===== src/rtl/raster_reassembler_if.sv =====
// rtl/raster_reassembler_if.sv - kernel-result in / framed raster out bundle
interface raster_reassembler_if;
    logic       in_valid;
    logic       in_sof;
    logic [7:0] kern_data;
    logic       out_valid;
    logic [7:0] out_data;
    logic       out_sof;
    logic       out_eol;
    logic       out_eof;
    logic       busy;
    logic       err;

    modport master (
        output in_valid, in_sof, kern_data,
        input  out_valid, out_data, out_sof, out_eol, out_eof, busy, err
    );

    modport slave (
        input  in_valid, in_sof, kern_data,
        output out_valid, out_data, out_sof, out_eol, out_eof, busy, err
    );
endinterface


===== src/rtl/raster_reassembler.sv =====
// rtl/raster_reassembler.sv - realigns 3x3 kernel results to centre pixels and frames the raster
module raster_reassembler #(
    parameter int         W          = 3124,
    parameter int         H          = 3124,
    parameter int         KLAT       = 2,
    parameter logic [7:0] BORDER_VAL = 8'h00
) (
    input logic                   clk,
    input logic                   rst_n,
    raster_reassembler_if.slave   bus
);
    localparam int N  = W * H;
    localparam int NW = $clog2(N + 1);
    localparam int FW = $clog2(W + 2);
    localparam int RW = $clog2(H);
    localparam int CW = $clog2(W);

    typedef enum logic [1:0] {IDLE, ACCUM, STREAM, FLUSH} state_t;

    state_t          state, state_next;
    logic [NW-1:0]   n_cnt, n_next;
    logic [FW-1:0]   flush_cnt, flush_next;
    logic            err_q, err_next;
    logic            push, push_first, discard, sof_in;
    logic [KLAT-1:0] sr_valid, sr_first;
    logic [RW-1:0]   row, cur_r;
    logic [CW-1:0]   col, cur_c;
    logic            border, out_go;

    assign sof_in   = bus.in_valid && bus.in_sof;
    assign bus.busy = (state != IDLE);
    assign bus.err  = err_q;

    // Flush pushes run off their own counter so a new frame can start accumulating meanwhile.
    always_comb begin
        state_next = state;
        n_next     = n_cnt;
        flush_next = flush_cnt;
        err_next   = err_q;
        push       = 1'b0;
        push_first = 1'b0;
        discard    = 1'b0;
        if (flush_cnt != '0) begin
            push       = 1'b1;
            flush_next = flush_cnt - FW'(1);
        end
        case (state)
            IDLE: begin
                if (sof_in) begin
                    state_next = ACCUM;
                    n_next     = NW'(1);
                    err_next   = 1'b0;
                end
            end
            ACCUM, STREAM: begin
                if (!bus.in_valid) begin
                    err_next   = 1'b1;
                    state_next = IDLE;
                end else if (bus.in_sof) begin
                    err_next   = 1'b1;
                    discard    = (state == STREAM);
                    state_next = ACCUM;
                    n_next     = NW'(1);
                end else begin
                    n_next = n_cnt + NW'(1);
                    if (state == ACCUM) begin
                        if (n_cnt == NW'(W)) state_next = STREAM;
                    end else begin
                        push       = 1'b1;
                        push_first = (n_cnt == NW'(W + 1));
                        if (n_cnt == NW'(N - 1)) begin
                            state_next = FLUSH;
                            flush_next = FW'(W + 1);
                        end
                    end
                end
            end
            FLUSH: begin
                if (sof_in) begin
                    state_next = ACCUM;
                    n_next     = NW'(1);
                    err_next   = 1'b0;
                end else if (bus.out_valid && bus.out_eof) begin
                    state_next = IDLE;
                end
            end
            default: state_next = IDLE;
        endcase
    end

    // The first-output tag restarts the coordinate counters, so a drained or aborted frame never skews the next one.
    always_comb begin
        out_go = sr_valid[KLAT-1] && !discard;
        cur_r  = sr_first[KLAT-1] ? '0 : row;
        cur_c  = sr_first[KLAT-1] ? '0 : col;
        border = (cur_r == '0) || (cur_r == RW'(H - 1)) ||
                 (cur_c == '0) || (cur_c == CW'(W - 1));
    end

    always_ff @(posedge clk or negedge rst_n) begin
        if (!rst_n) begin
            state         <= IDLE;
            n_cnt         <= '0;
            flush_cnt     <= '0;
            err_q         <= 1'b0;
            sr_valid      <= '0;
            sr_first      <= '0;
            row           <= '0;
            col           <= '0;
            bus.out_valid <= 1'b0;
            bus.out_data  <= 8'h00;
            bus.out_sof   <= 1'b0;
            bus.out_eol   <= 1'b0;
            bus.out_eof   <= 1'b0;
        end else begin
            state     <= state_next;
            n_cnt     <= n_next;
            flush_cnt <= discard ? '0 : flush_next;
            err_q     <= err_next;
            sr_valid[0] <= push && !discard;
            sr_first[0] <= push_first;
            for (int k = 1; k < KLAT; k++) begin
                sr_valid[k] <= sr_valid[k-1] && !discard;
                sr_first[k] <= sr_first[k-1];
            end
            bus.out_valid <= out_go;
            bus.out_sof   <= out_go && (cur_r == '0) && (cur_c == '0);
            bus.out_eol   <= out_go && (cur_c == CW'(W - 1));
            bus.out_eof   <= out_go && (cur_r == RW'(H - 1)) && (cur_c == CW'(W - 1));
            if (out_go) bus.out_data <= border ? BORDER_VAL : bus.kern_data;
            if (sr_valid[KLAT-1]) begin
                if (cur_c == CW'(W - 1)) begin
                    col <= '0;
                    row <= (cur_r == RW'(H - 1)) ? '0 : cur_r + RW'(1);
                end else begin
                    col <= cur_c + CW'(1);
                    row <= cur_r;
                end
            end
        end
    end
endmodule


===== src/flat_wrapper.sv =====
// flat-port wrapper written by rule: the top's interface ports become plain ports
module raster_reassembler_flat 
#(
    parameter int         W          = 3124,
    parameter int         H          = 3124,
    parameter int         KLAT       = 2,
    parameter logic [7:0] BORDER_VAL = 8'h00
)
  (clk, rst_n, bus_in_valid, bus_in_sof, bus_kern_data, bus_out_valid, bus_out_data, bus_out_sof, bus_out_eol, bus_out_eof, bus_busy, bus_err);
  raster_reassembler_if bus_i ();
  input logic clk;
  input logic rst_n;
  input wire logic [$bits(bus_i.in_valid)-1:0] bus_in_valid;
  input wire logic [$bits(bus_i.in_sof)-1:0] bus_in_sof;
  input wire logic [$bits(bus_i.kern_data)-1:0] bus_kern_data;
  output wire logic [$bits(bus_i.out_valid)-1:0] bus_out_valid;
  output wire logic [$bits(bus_i.out_data)-1:0] bus_out_data;
  output wire logic [$bits(bus_i.out_sof)-1:0] bus_out_sof;
  output wire logic [$bits(bus_i.out_eol)-1:0] bus_out_eol;
  output wire logic [$bits(bus_i.out_eof)-1:0] bus_out_eof;
  output wire logic [$bits(bus_i.busy)-1:0] bus_busy;
  output wire logic [$bits(bus_i.err)-1:0] bus_err;
  assign bus_i.in_valid = bus_in_valid;
  assign bus_i.in_sof = bus_in_sof;
  assign bus_i.kern_data = bus_kern_data;
  assign bus_out_valid = bus_i.out_valid;
  assign bus_out_data = bus_i.out_data;
  assign bus_out_sof = bus_i.out_sof;
  assign bus_out_eol = bus_i.out_eol;
  assign bus_out_eof = bus_i.out_eof;
  assign bus_busy = bus_i.busy;
  assign bus_err = bus_i.err;
  raster_reassembler #(.W(W), .H(H), .KLAT(KLAT), .BORDER_VAL(BORDER_VAL)) u_core (.clk(clk), .rst_n(rst_n), .bus(bus_i));
endmodule

===== config.mk =====
export PLATFORM = sky130hd
export DESIGN_NAME = raster_reassembler_flat
export DESIGN_NICKNAME = d
export VERILOG_FILES = /design/src/rtl/raster_reassembler_if.sv /design/src/rtl/raster_reassembler.sv /design/src/flat_wrapper.sv
export SDC_FILE = /design/constraint.sdc
export NUM_CORES = 1
export LEC_CHECK = 0
export ABC_AREA = 1
export BUFFER_PORTS_ARGS = -buffer_cell sky130_fd_sc_hd__buf_2
export CORE_MARGIN = 4
export CORE_UTILIZATION = 53
export CTS_BUF_LIST = sky130_fd_sc_hd__clkbuf_4
export CTS_CLUSTER_SIZE = 25
export DETAILED_ROUTE_END_ITERATION = 7
export GPL_ROUTABILITY_DRIVEN = 0
export GPL_TIMING_DRIVEN = 0
export PLACE_DENSITY_LB_ADDON = 0.3
export SLEW_MARGIN = 5
export SYNTH_ARGS = -nofsm -noshare
export SYNTH_HDL_FRONTEND = slang
export SYNTH_SLANG_ARGS = --single-unit

===== constraint.sdc =====
create_clock -name clk -period 2.15 [get_ports clk]
set_input_delay 0.1075 -clock clk [delete_from_list [all_inputs] [get_ports clk]]
set_output_delay 0.1075 -clock clk [all_outputs]
set_load 0.01 [all_outputs]

==> flow_metrics.py, run 1 <==
metrics = {
    "status": {
        "status": "complete, no violations",
    },
    "timing": {
        "finalHoldViolCount": 0,
        "maxSlewViolCount": 0,
        "setup_tns_ps": 0,
        "timing.final.crit_share_pct": 93.15,
        "rsz0062_at_grt": "false",
        "finalSetupViolCount": 0,
        "timing.fmax_mhz": 499.3,
        "fin_skew_ps": 20.91,
        "finalCriticalPeriod_ps": 2003,
        "relSlewSlack_pct": 63.16,
        "tightest_slew_ps": 552.6,
    },
    "worst_setup_path": {
        "worst-setup-path-type": "flip-flop to flip-flop",
        "critPathMaxFanout": 9,
        "worst_setup_path_start_kind": "flip-flop",
        "cp_data_required_time_ps": 2480,
        "endpoint_kind": "flip-flop",
        "arrival_ps": 2330,
    },
    "place": {
        "port_buffers": 25,
        "hpwl_um": 8767,
    },
    "die": {
        "start_util_pct": 55.09,
        "core_area_um2": 9371,
        "rows": 35,
        "ios": 26,
        "die_area_um2": 11380,
        "fp.dieH_um": 106.7,
        "die_w_um": 106.7,
    },
    "layout": {
        "n_antenna_cell": 0,
        "layout_common_cells": "nand2_1, inv_1, nor2_1, dfrtp_1, nand3_1",
        "regArea_um2": 1977,
        "nets": 818,
        "drive_above_1_share_pct": 13.05,
        "multi_input_area_um2": 2741,
        "area_growth_pct": 11.42,
        "fillers": 895,
        "final_common_cell": "nand2_1",
    },
    "route": {
        "wl_um": 12130,
        "vias": 4920,
        "viasPerCell": 5.313,
        "drtIter0Drc": 340,
        "ant_nets": 0,
        "drc_errors": 0,
        "wire_per_inst_um": 13.10,
        "first_pass_iters": 5,
    },
    "yosys": {
        "synth_area_um2": 5162,
        "syn_inst": 743,
        "ys_ff_latch": 79,
        "yosysWarnings": 0,
        "synth_fp_nets": 769,
        "avgSynthCellArea_um2": 6.948,
        "yosysSeqAreaShare_pct": 38.29,
        "ys_types": 40,
    },
    "clock_network": {
        "clock-sinks": 79,
        "clk_pin_slew_ps": 140,
        "cts_tree": "built",
        "numCtsBuffers": 9,
        "htree_levels": 3,
        "cts-root-buf": "clkbuf_4",
        "cts.path.max_buffers": 2,
        "insertion_delay_ps": 450,
    },
    "power": {
        "peakVddDrop_uv": 558.7,
        "powerDensity_nw_per_um2": 737.8,
        "power_mw": 4.244,
        "leakagePower_nw": 2.982,
    },
    "global_route": {
        "gr-usage-all-layers_pct": 22.32,
        "grt_pass1_wl_um": 20910,
        "grt_busiest_layer": "met2",
        "grt_start_max_net_pins": 49,
        "grt_overflow": 0,
        "grt_pass1_vias": 4723,
        "antenna_found_initial": 0,
        "use_met1_pct": 27.95,
        "use_met3_pct": 4.275,
        "met2_usage_pct": 38.62,
    },
    "run": {
        "drv_cap": 0,
    },
    "worst_hold_path": {
        "hp-class": "input port to flip-flop",
    },
}
==> flip-flops by register name, indices dropped and copies added, names as in the netlist, 2 cells and up <==
register	count
u_core.n_cnt	24
u_core.col	12
u_core.flush_cnt	12
u_core.row	12
u_core.bus.out_data	8
u_core.sr_first	2
u_core.sr_valid	2
u_core.state	2
==> layout make-up <==
type                            instances  area share [%]
Buffer                                 13           1.631
Tap cell                              129           2.806
Inverter                               98           6.591
Timing Repair Buffer                   39           4.786
Clock buffer                            9           1.175
Clock inverter                          7          0.9789
Multi-Input combinational cell        552           47.66
Sequential cell                        79           34.37
==> metal layers <==
metal  vias up  wire length, µm
li1       2445                -
met1      2285             5387
met2       164             5863
met3        26              636
met4         0              244
met5         -                0
==> critical path, stage by stage (launching register included) <==
cell and delay (ps):
dfrtp_1 430, inv_1 100, ha_1 350, nand2_1 130, nand2_1 320, clkinvlp_4 240, buf_4 200, nand2_1 50
o21ai_0 70
==> power breakdown <==
group / internal (mW) / switching (mW)
Sequential: 1.70 / 0.212
Combinational: 0.531 / 0.946
Clock: 0.251 / 0.601
Total: 2.48 / 1.76
==> worst paths after layout <==
kind	start	endpoint	slack, ps	cells past startpoint
min in group asynchronous	rst_n	u_core.row[8]$_DFFE_PN0P_	120	2
max in group asynchronous	rst_n	u_core.n_cnt[15]$_DFFE_PN0P_	1440	3
min	bus_in_valid	u_core.n_cnt[11]$_DFFE_PN0P_	40	4
max	u_core.state[0]$_DFFE_PN0P_	u_core.n_cnt[21]$_DFFE_PN0P_	150	8
max reg2reg	u_core.state[0]$_DFFE_PN0P_	u_core.n_cnt[21]$_DFFE_PN0P_	150	8
min reg2reg	u_core.sr_first[0]$_DFF_PN0_	u_core.sr_first[1]$_DFF_PN0_	370	0
==> synth_stat cells, drive strengths merged <==
library cell | number | area share (%)
a31o | 1 | 0.17
a22oi | 2 | 0.29
xnor2 | 4 | 0.68
a21boi | 1 | 0.15
nand3 | 75 | 7.8
a31oi | 3 | 0.36
xor2 | 8 | 1.4
nand3b | 5 | 0.73
o21ai | 27 | 2.8
nor3 | 12 | 1.5
nand4 | 16 | 2.1
o21a | 1 | 0.29
nand2 | 258 | 20
ha | 14 | 3.4
dfrtp | 79 | 38
nor2 | 104 | 9.0
a22o | 1 | 0.17
inv | 98 | 7.3
clkbuf | 5 | 0.36
a21oi | 12 | 1.2
buf | 9 | 1.5
o211ai | 1 | 0.15
or2 | 1 | 0.12
o31ai | 1 | 0.15
o22ai | 5 | 0.61
==> cells by family (layout without fill, tap and decap cells) <==
group / count (synthesis) / in the layout / synth area share, %
flops: 79 / 79 / 38.29
buf+inv: 112 / 166 / 9.137
fa+ha+maj: 14 / 14 / 3.393
xor+xnor: 12 / 12 / 2.036
simple gates: 471 / 471 / 40.89
compound gates: 55 / 55 / 6.253
==> stage by stage <==
stage                     setup slack, ps  cell area, µm²  hold WS (ps)  utilization [%]  cells
final                               147.3            5752         38.21            61.38    926
after global routing                1.164            5752         35.62            61.38    926
after CTS                           69.66            5689         20.30            60.71    922
after detailed placement            4.996            5479         76.15            58.46    898
after global placement              4.369            5449         333.2            58.14    897
after floorplan                     328.5            5162        -188.1                -    743
==> timing repair <==
| action | in CTS | in global routing |
|---|---|---|
| hold buffers | 9 | 0 |
| pin swaps | 0 | 2 |
| setup endpoints to repair | 1 | 35 |
| buffers inserted | 0 | 4 |
| hold endpoints to repair | 87 | 0 |
| resized for setup | 0 | 10 |
Note: power is estimated with default switching activity, not from simulation.
==> run 2, diff against run 1 <==
--- a/config.mk
+++ b/config.mk
@@ -14,7 +14,7 @@
 export DETAILED_ROUTE_END_ITERATION = 7
 export GPL_ROUTABILITY_DRIVEN = 0
 export GPL_TIMING_DRIVEN = 0
-export PLACE_DENSITY_LB_ADDON = 0.3
+export PLACE_DENSITY = 0.66
 export SLEW_MARGIN = 5
 export SYNTH_ARGS = -nofsm -noshare
 export SYNTH_HDL_FRONTEND = slang
==> run 2 against run 1 <==
Net effect:
- utilization is 0.19 points lower
- via count is 1.3% lower
- highest routed layer unchanged
- cell count is 0.11% lower
- clock power is 11% lower
- non-clock buffer count stayed put
- sequential power hardly changed
- first-iteration DRC count is 9.1% lower
- sequential cell count stayed put
- global-route usage is 0.71 points higher
==> flow_metrics.py, run 2 (synthesized netlist as in run 1, its figures left out) <==
metrics = {
    "worst_setup_path": {
        "cp_slowest_cell": "dfrtp_1",
        "worst_setup_path_start_kind": "flip-flop",
        "critPathMaxFanout": 10,
        "max_stage_delay_ps": 440,
        "endpoint_kind": "flip-flop",
        "reg2reg_slack_ps": 120,
        "r2r-end": "u_core.sr_first[0]$_DFF_PN0_",
        "reg2reg_depth": 7,
        "worst-setup-path-type": "flip-flop to flip-flop",
        "r2r_start": "u_core.state[0]$_DFFE_PN0P_",
        "cp-endpoint": "u_core.sr_first[0]$_DFF_PN0_",
        "arrival_ps": 2360,
        "startpoint": "u_core.state[0]$_DFFE_PN0P_",
        "crit_path_cell_trace": "inv_1 > ha_1 > nand2_1 > nor2_4 > buf_2 > nand4_1 > nor3_1",
        "cp_data_required_time_ps": 2470,
    },
    "route": {
        "wl_um": 12520,
        "ant_nets": 0,
        "first_pass_iters": 5,
        "vias": 4855,
        "viasPerCell": 5.249,
        "drtIter0Drc": 309,
        "drc_errors": 0,
        "wire_per_inst_um": 13.54,
    },
    "place": {
        "port_buffers": 25,
        "dpl-instance-area_um2": 5479,
        "hpwl_um": 9259,
        "place_inst": 898,
        "dp_slack_ps": -52.37,
    },
    "clock_network": {
        "cts.path.max_buffers": 2,
        "insertion_delay_ps": 430,
        "clk_pin_slew_ps": 130,
        "cts-root-buf": "clkbuf_4",
        "cts_tree": "built",
        "numCtsBuffers": 9,
        "clock-sinks": 79,
        "htree_levels": 3,
    },
    "layout": {
        "nets": 818,
        "largest_reg_flops": 24,
        "n_antenna_cell": 0,
        "area_growth_pct": 11.08,
        "stdcell_count": 925,
        "stdcell_area_um2": 5734,
        "drive_above_1_share_pct": 13.19,
        "fillers": 885,
        "layout_common_cells": "nand2_1, inv_1, nor2_1, dfrtp_1, nand3_1",
        "top_register": "u_core.n_cnt",
        "final_core_util_pct": 61.19,
        "final_common_cell": "nand2_1",
    },
    "die": {
        "fp.dieH_um": 106.7,
        "die_w_um": 106.7,
        "core_area_um2": 9371,
        "ios": 26,
        "start_util_pct": 55.09,
        "die_area_um2": 11380,
        "rows": 35,
    },
    "timing": {
        "timing.fmax_mhz": 492.0,
        "hold_ws_ps": 79.21,
        "finalSetupViolCount": 0,
        "rsz0062_at_grt": "true",
        "tightest_slew_ps": 505.7,
        "relSlewSlack_pct": 66.29,
        "fin_ws_ps": 117.4,
        "finalCriticalPeriod_ps": 2033,
        "setup_tns_ps": 0,
        "timing.final.crit_share_pct": 94.54,
        "fin_skew_ps": 9.270,
        "maxSlewViolCount": 0,
        "finalHoldViolCount": 0,
    },
    "status": {
        "status": "complete, no violations",
    },
    "run": {
        "drv_cap": 0,
    },
    "worst_hold_path": {
        "hp-class": "input port to async pin",
    },
    "global_route": {
        "grt_start_max_net_pins": 63,
        "use_met3_pct": 2.890,
        "grt_pass1_wl_um": 21380,
        "met2_usage_pct": 40.20,
        "gr-usage-all-layers_pct": 23.03,
        "grt_busiest_layer": "met2",
        "grt_pass1_vias": 4603,
        "use_met1_pct": 29.18,
        "antenna_found_initial": 0,
        "grt_overflow": 0,
    },
    "power": {
        "leakagePower_nw": 2.987,
        "power_mw": 4.142,
        "powerDensity_nw_per_um2": 722.3,
        "peakVddDrop_uv": 584.2,
    },
}
run 2: layout make-up:
type,instances,area [µm²],share of cell area (%)
plain buffers,13,93.84,1.636
well taps,129,161.4,2.815
clock buffers,10,75.07,1.309
clock inverters,5,26.28,0.4582
flip-flops and latches,79,1977,34.48
repair buffers,39,275.3,4.800
multi-input cells,552,2746,47.89
inverters,98,379.1,6.611
run 2: timing repair:
action,in CTS,in global routing
endpoints found under the setup margin,9,28
pin swaps,0,2
setup buffers,0,4
hold buffers,9,0
endpoints found under the hold margin,87,0
resized for setup,2,10
run 2: how the worst min path moves through the flow:
stage / end / cells after the start
floorplan: u_core.bus.err$_DFFE_PN0P_ / 0
global placement: u_core.sr_first[1]$_DFF_PN0_ / 0
detailed placement: u_core.col[8]$_DFFE_PN0P_ / 1
CTS: u_core.n_cnt[11]$_DFFE_PN0P_ / 4
global route: u_core.col[8]$_DFFE_PN0P_ / 2
finish: u_core.col[8]$_DFFE_PN0P_ / 2
run 2: critical path: cells and delay by family (launching register included):
| family | cells | cell delay, ps |
|---|---|---|
| flops | 1 | 440 |
| simple gates | 4 | 740 |
| fa+ha+maj | 1 | 350 |
| buf+inv | 2 | 390 |
run 2: power breakdown:
group	internal (mW)	leakage [nW]	switching (mW)
Sequential	1.70	1.04	0.209
Clock	0.236	0.0611	0.521
Combinational	0.533	1.88	0.941
run 2: metal layers:
metal / part of all wire (%) / routed length, µm
met2: 51 / 6341
met3: 3.5 / 438
met4: 2.6 / 328
met5: 0 / 0
met1: 43 / 5415
==> run 3, diff against run 2 <==
--- a/config.mk
+++ b/config.mk
@@ -14,8 +14,8 @@
 export DETAILED_ROUTE_END_ITERATION = 7
 export GPL_ROUTABILITY_DRIVEN = 0
 export GPL_TIMING_DRIVEN = 0
-export PLACE_DENSITY = 0.66
-export SLEW_MARGIN = 5
+export PLACE_DENSITY = 0.77
+export SLEW_MARGIN = 20
 export SYNTH_ARGS = -nofsm -noshare
 export SYNTH_HDL_FRONTEND = slang
 export SYNTH_SLANG_ARGS = --single-unit
==> run 3 against run 2 <==
Net effect:
- register-to-register slack improved by 50 ps
- design area is 0.52% higher
- critical path depth increased by 8
- sequential share of layout area fell by 0.18 points
- worst setup slack better by 52 ps
- critical path type unchanged
==> flow_metrics.py, run 3 (synthesized netlist as in run 1, its figures left out) <==
metrics = {
    "status": {
        "status": "complete, no violations",
    },
    "layout": {
        "final_common_cell": "nand2_1",
        "drive_above_1_share_pct": 13.16,
        "area_growth_pct": 11.66,
        "regArea_um2": 1977,
        "largest_reg_flops": 24,
        "fillers": 863,
        "stdcell_count": 927,
        "n_antenna_cell": 0,
        "top_register": "u_core.n_cnt",
        "layout_common_cells": "nand2_1, inv_1, nor2_1, dfrtp_1, nand3_1",
        "multi_input_area_um2": 2734,
        "nets": 819,
    },
    "die": {
        "start_util_pct": 55.09,
        "ios": 26,
        "rows": 35,
        "die_w_um": 106.7,
        "core_area_um2": 9371,
        "fp.dieH_um": 106.7,
        "die_area_um2": 11380,
    },
    "worst_setup_path": {
        "r2r-end": "u_core.row[10]$_DFFE_PN0P_",
        "crit_path_cell_trace": "buf_6 > inv_8 > buf_8 > nand2_1 > inv_1 > ha_2 > nand2_1 > inv_1 > nand2_1 > nor2_1 > nand3_2 > nand2_2 > nand2_4 > nand3_1 > nand2_1",
        "critPathMostFrequentCell": "nand2_1",
        "cp-endpoint": "u_core.row[10]$_DFFE_PN0P_",
        "worst_setup_path_start_kind": "flip-flop",
        "startpoint": "u_core.sr_first[1]$_DFF_PN0_",
        "arrival_ps": 2320,
        "reg2reg_slack_ps": 170,
        "critPathMaxFanout": 10,
        "endpoint_kind": "flip-flop",
        "cp_slowest_cell": "dfrtp_1",
        "cp_data_required_time_ps": 2490,
        "reg2reg_depth": 15,
        "r2r_start": "u_core.sr_first[1]$_DFF_PN0_",
        "max_stage_delay_ps": 400,
        "worst-setup-path-type": "flip-flop to flip-flop",
    },
    "route": {
        "wl_um": 11920,
        "drtIter0Drc": 378,
        "wire_per_inst_um": 12.86,
        "drc_errors": 0,
        "viasPerCell": 5.241,
        "ant_nets": 0,
        "vias": 4858,
        "first_pass_iters": 5,
    },
    "timing": {
        "fin_skew_ps": 22.99,
        "relSlewSlack_pct": 64.56,
        "rsz0062_at_grt": "true",
        "maxSlewViolCount": 0,
        "timing.fmax_mhz": 505.0,
        "hold_ws_ps": 76.05,
        "timing.final.crit_share_pct": 92.10,
        "finalHoldViolCount": 0,
        "finalSetupViolCount": 0,
        "tightest_slew_ps": 531.7,
        "finalCriticalPeriod_ps": 1980,
    },
    "global_route": {
        "grt_pass1_wl_um": 20500,
        "met2_usage_pct": 35.97,
        "grt_overflow": 0,
        "gr-usage-all-layers_pct": 22.05,
        "use_met3_pct": 3.552,
        "grt_busiest_layer": "met2",
        "grt_start_max_net_pins": 48,
        "grt_pass1_vias": 4449,
        "antenna_found_initial": 0,
        "use_met1_pct": 29.96,
    },
    "power": {
        "power_mw": 4.304,
        "leakagePower_nw": 3.012,
        "peakVddDrop_uv": 528.2,
        "powerDensity_nw_per_um2": 746.7,
    },
    "clock_network": {
        "insertion_delay_ps": 440,
        "cts-root-buf": "clkbuf_4",
        "numCtsBuffers": 9,
        "clock-sinks": 79,
        "cts_tree": "built",
        "cts.path.max_buffers": 2,
        "clk_pin_slew_ps": 140,
        "htree_levels": 3,
    },
    "run": {
        "drv_cap": 0,
    },
    "place": {
        "hpwl_um": 8633,
        "place_inst": 898,
        "port_buffers": 25,
    },
    "worst_hold_path": {
        "hp-class": "input port to flip-flop",
    },
}
-- run 3: changes by cell type in the layout (fill, tap and decap cells not counted), moves of 2 or more --
| cell | delta |
|---|---|
| clkbuf_2 | +2 |
| inv_6 | +3 |
| clkinv_1 | -2 |
| nand3_2 | -2 |
-- run 3: how the worst min path moves through the flow --
stage,from,end,slack (ps),depth (start not counted)
6_report,bus_in_valid,u_core.n_cnt[11]$_DFFE_PN0P_,80,4
3_5_place_dp,rst_n,u_core.row[3]$_DFFE_PN0P_,80,1
5_1_grt,bus_in_valid,u_core.n_cnt[11]$_DFFE_PN0P_,80,4
3_3_place_gp,u_core.sr_first[0]$_DFF_PN0_,u_core.sr_first[1]$_DFF_PN0_,330,0
2_1_floorplan,rst_n,u_core.bus.err$_DFFE_PN0P_,-190,0
4_1_cts,bus_in_valid,u_core.n_cnt[11]$_DFFE_PN0P_,50,4
-- run 3: layout make-up --
class	instances	area share, %
Buffer	14	1.715
Clock buffer	9	1.172
Clock inverter	7	1.346
Inverter	98	6.512
Multi-Input combinational cell	552	47.43
Sequential cell	79	34.30
Tap cell	129	2.800
Timing Repair Buffer	39	4.732
-- run 3: report_power, final --
| group | internal [mW] | leakage, nW | total [mW] | switching, mW |
|---|---|---|---|---|
| Clock | 0.367 | 0.0773 | 0.947 | 0.580 |
| Sequential | 1.70 | 1.04 | 1.91 | 0.211 |
| Combinational | 0.519 | 1.89 | 1.45 | 0.927 |
| Total | 2.59 | 3.01 | 4.30 | 1.72 |
-- run 3: metal layers --
metal  vias up  wire length [µm]
li1       2445                 -
met1      2231              5324
met2       159              5687
met3        23               674
met4         0               231
met5         -                 0
-- run 3: repair_timing --
item / CTS / global route
hold buffers: 9 / 0
endpoints found under the setup margin: 0 / 31
hold endpoints to repair: 73 / 0
gates resized for setup: 0 / 11
buffers inserted: 0 / 4
-- run 3: stage by stage --
step	setup WS (ps)	TNS (ps)	cell area [µm²]	util, %
2_1_floorplan	328.5	0	5162	-
3_3_place_gp	111.6	0	5449	58.14
3_5_place_dp	75.56	0	5479	58.46
4_1_cts	21.47	0	5714	60.97
5_1_grt	-3.875	-3.875	5764	61.51
6_report	169.8	0	5764	61.51
-- run 3: critical path, delay by kind of cell (launching register included) --
kind | cells | cell delay (ps)
and+or+nand+nor | 9 | 770
buffers and inverters | 5 | 510
DFF | 1 | 400
adders and majority gates | 1 | 210
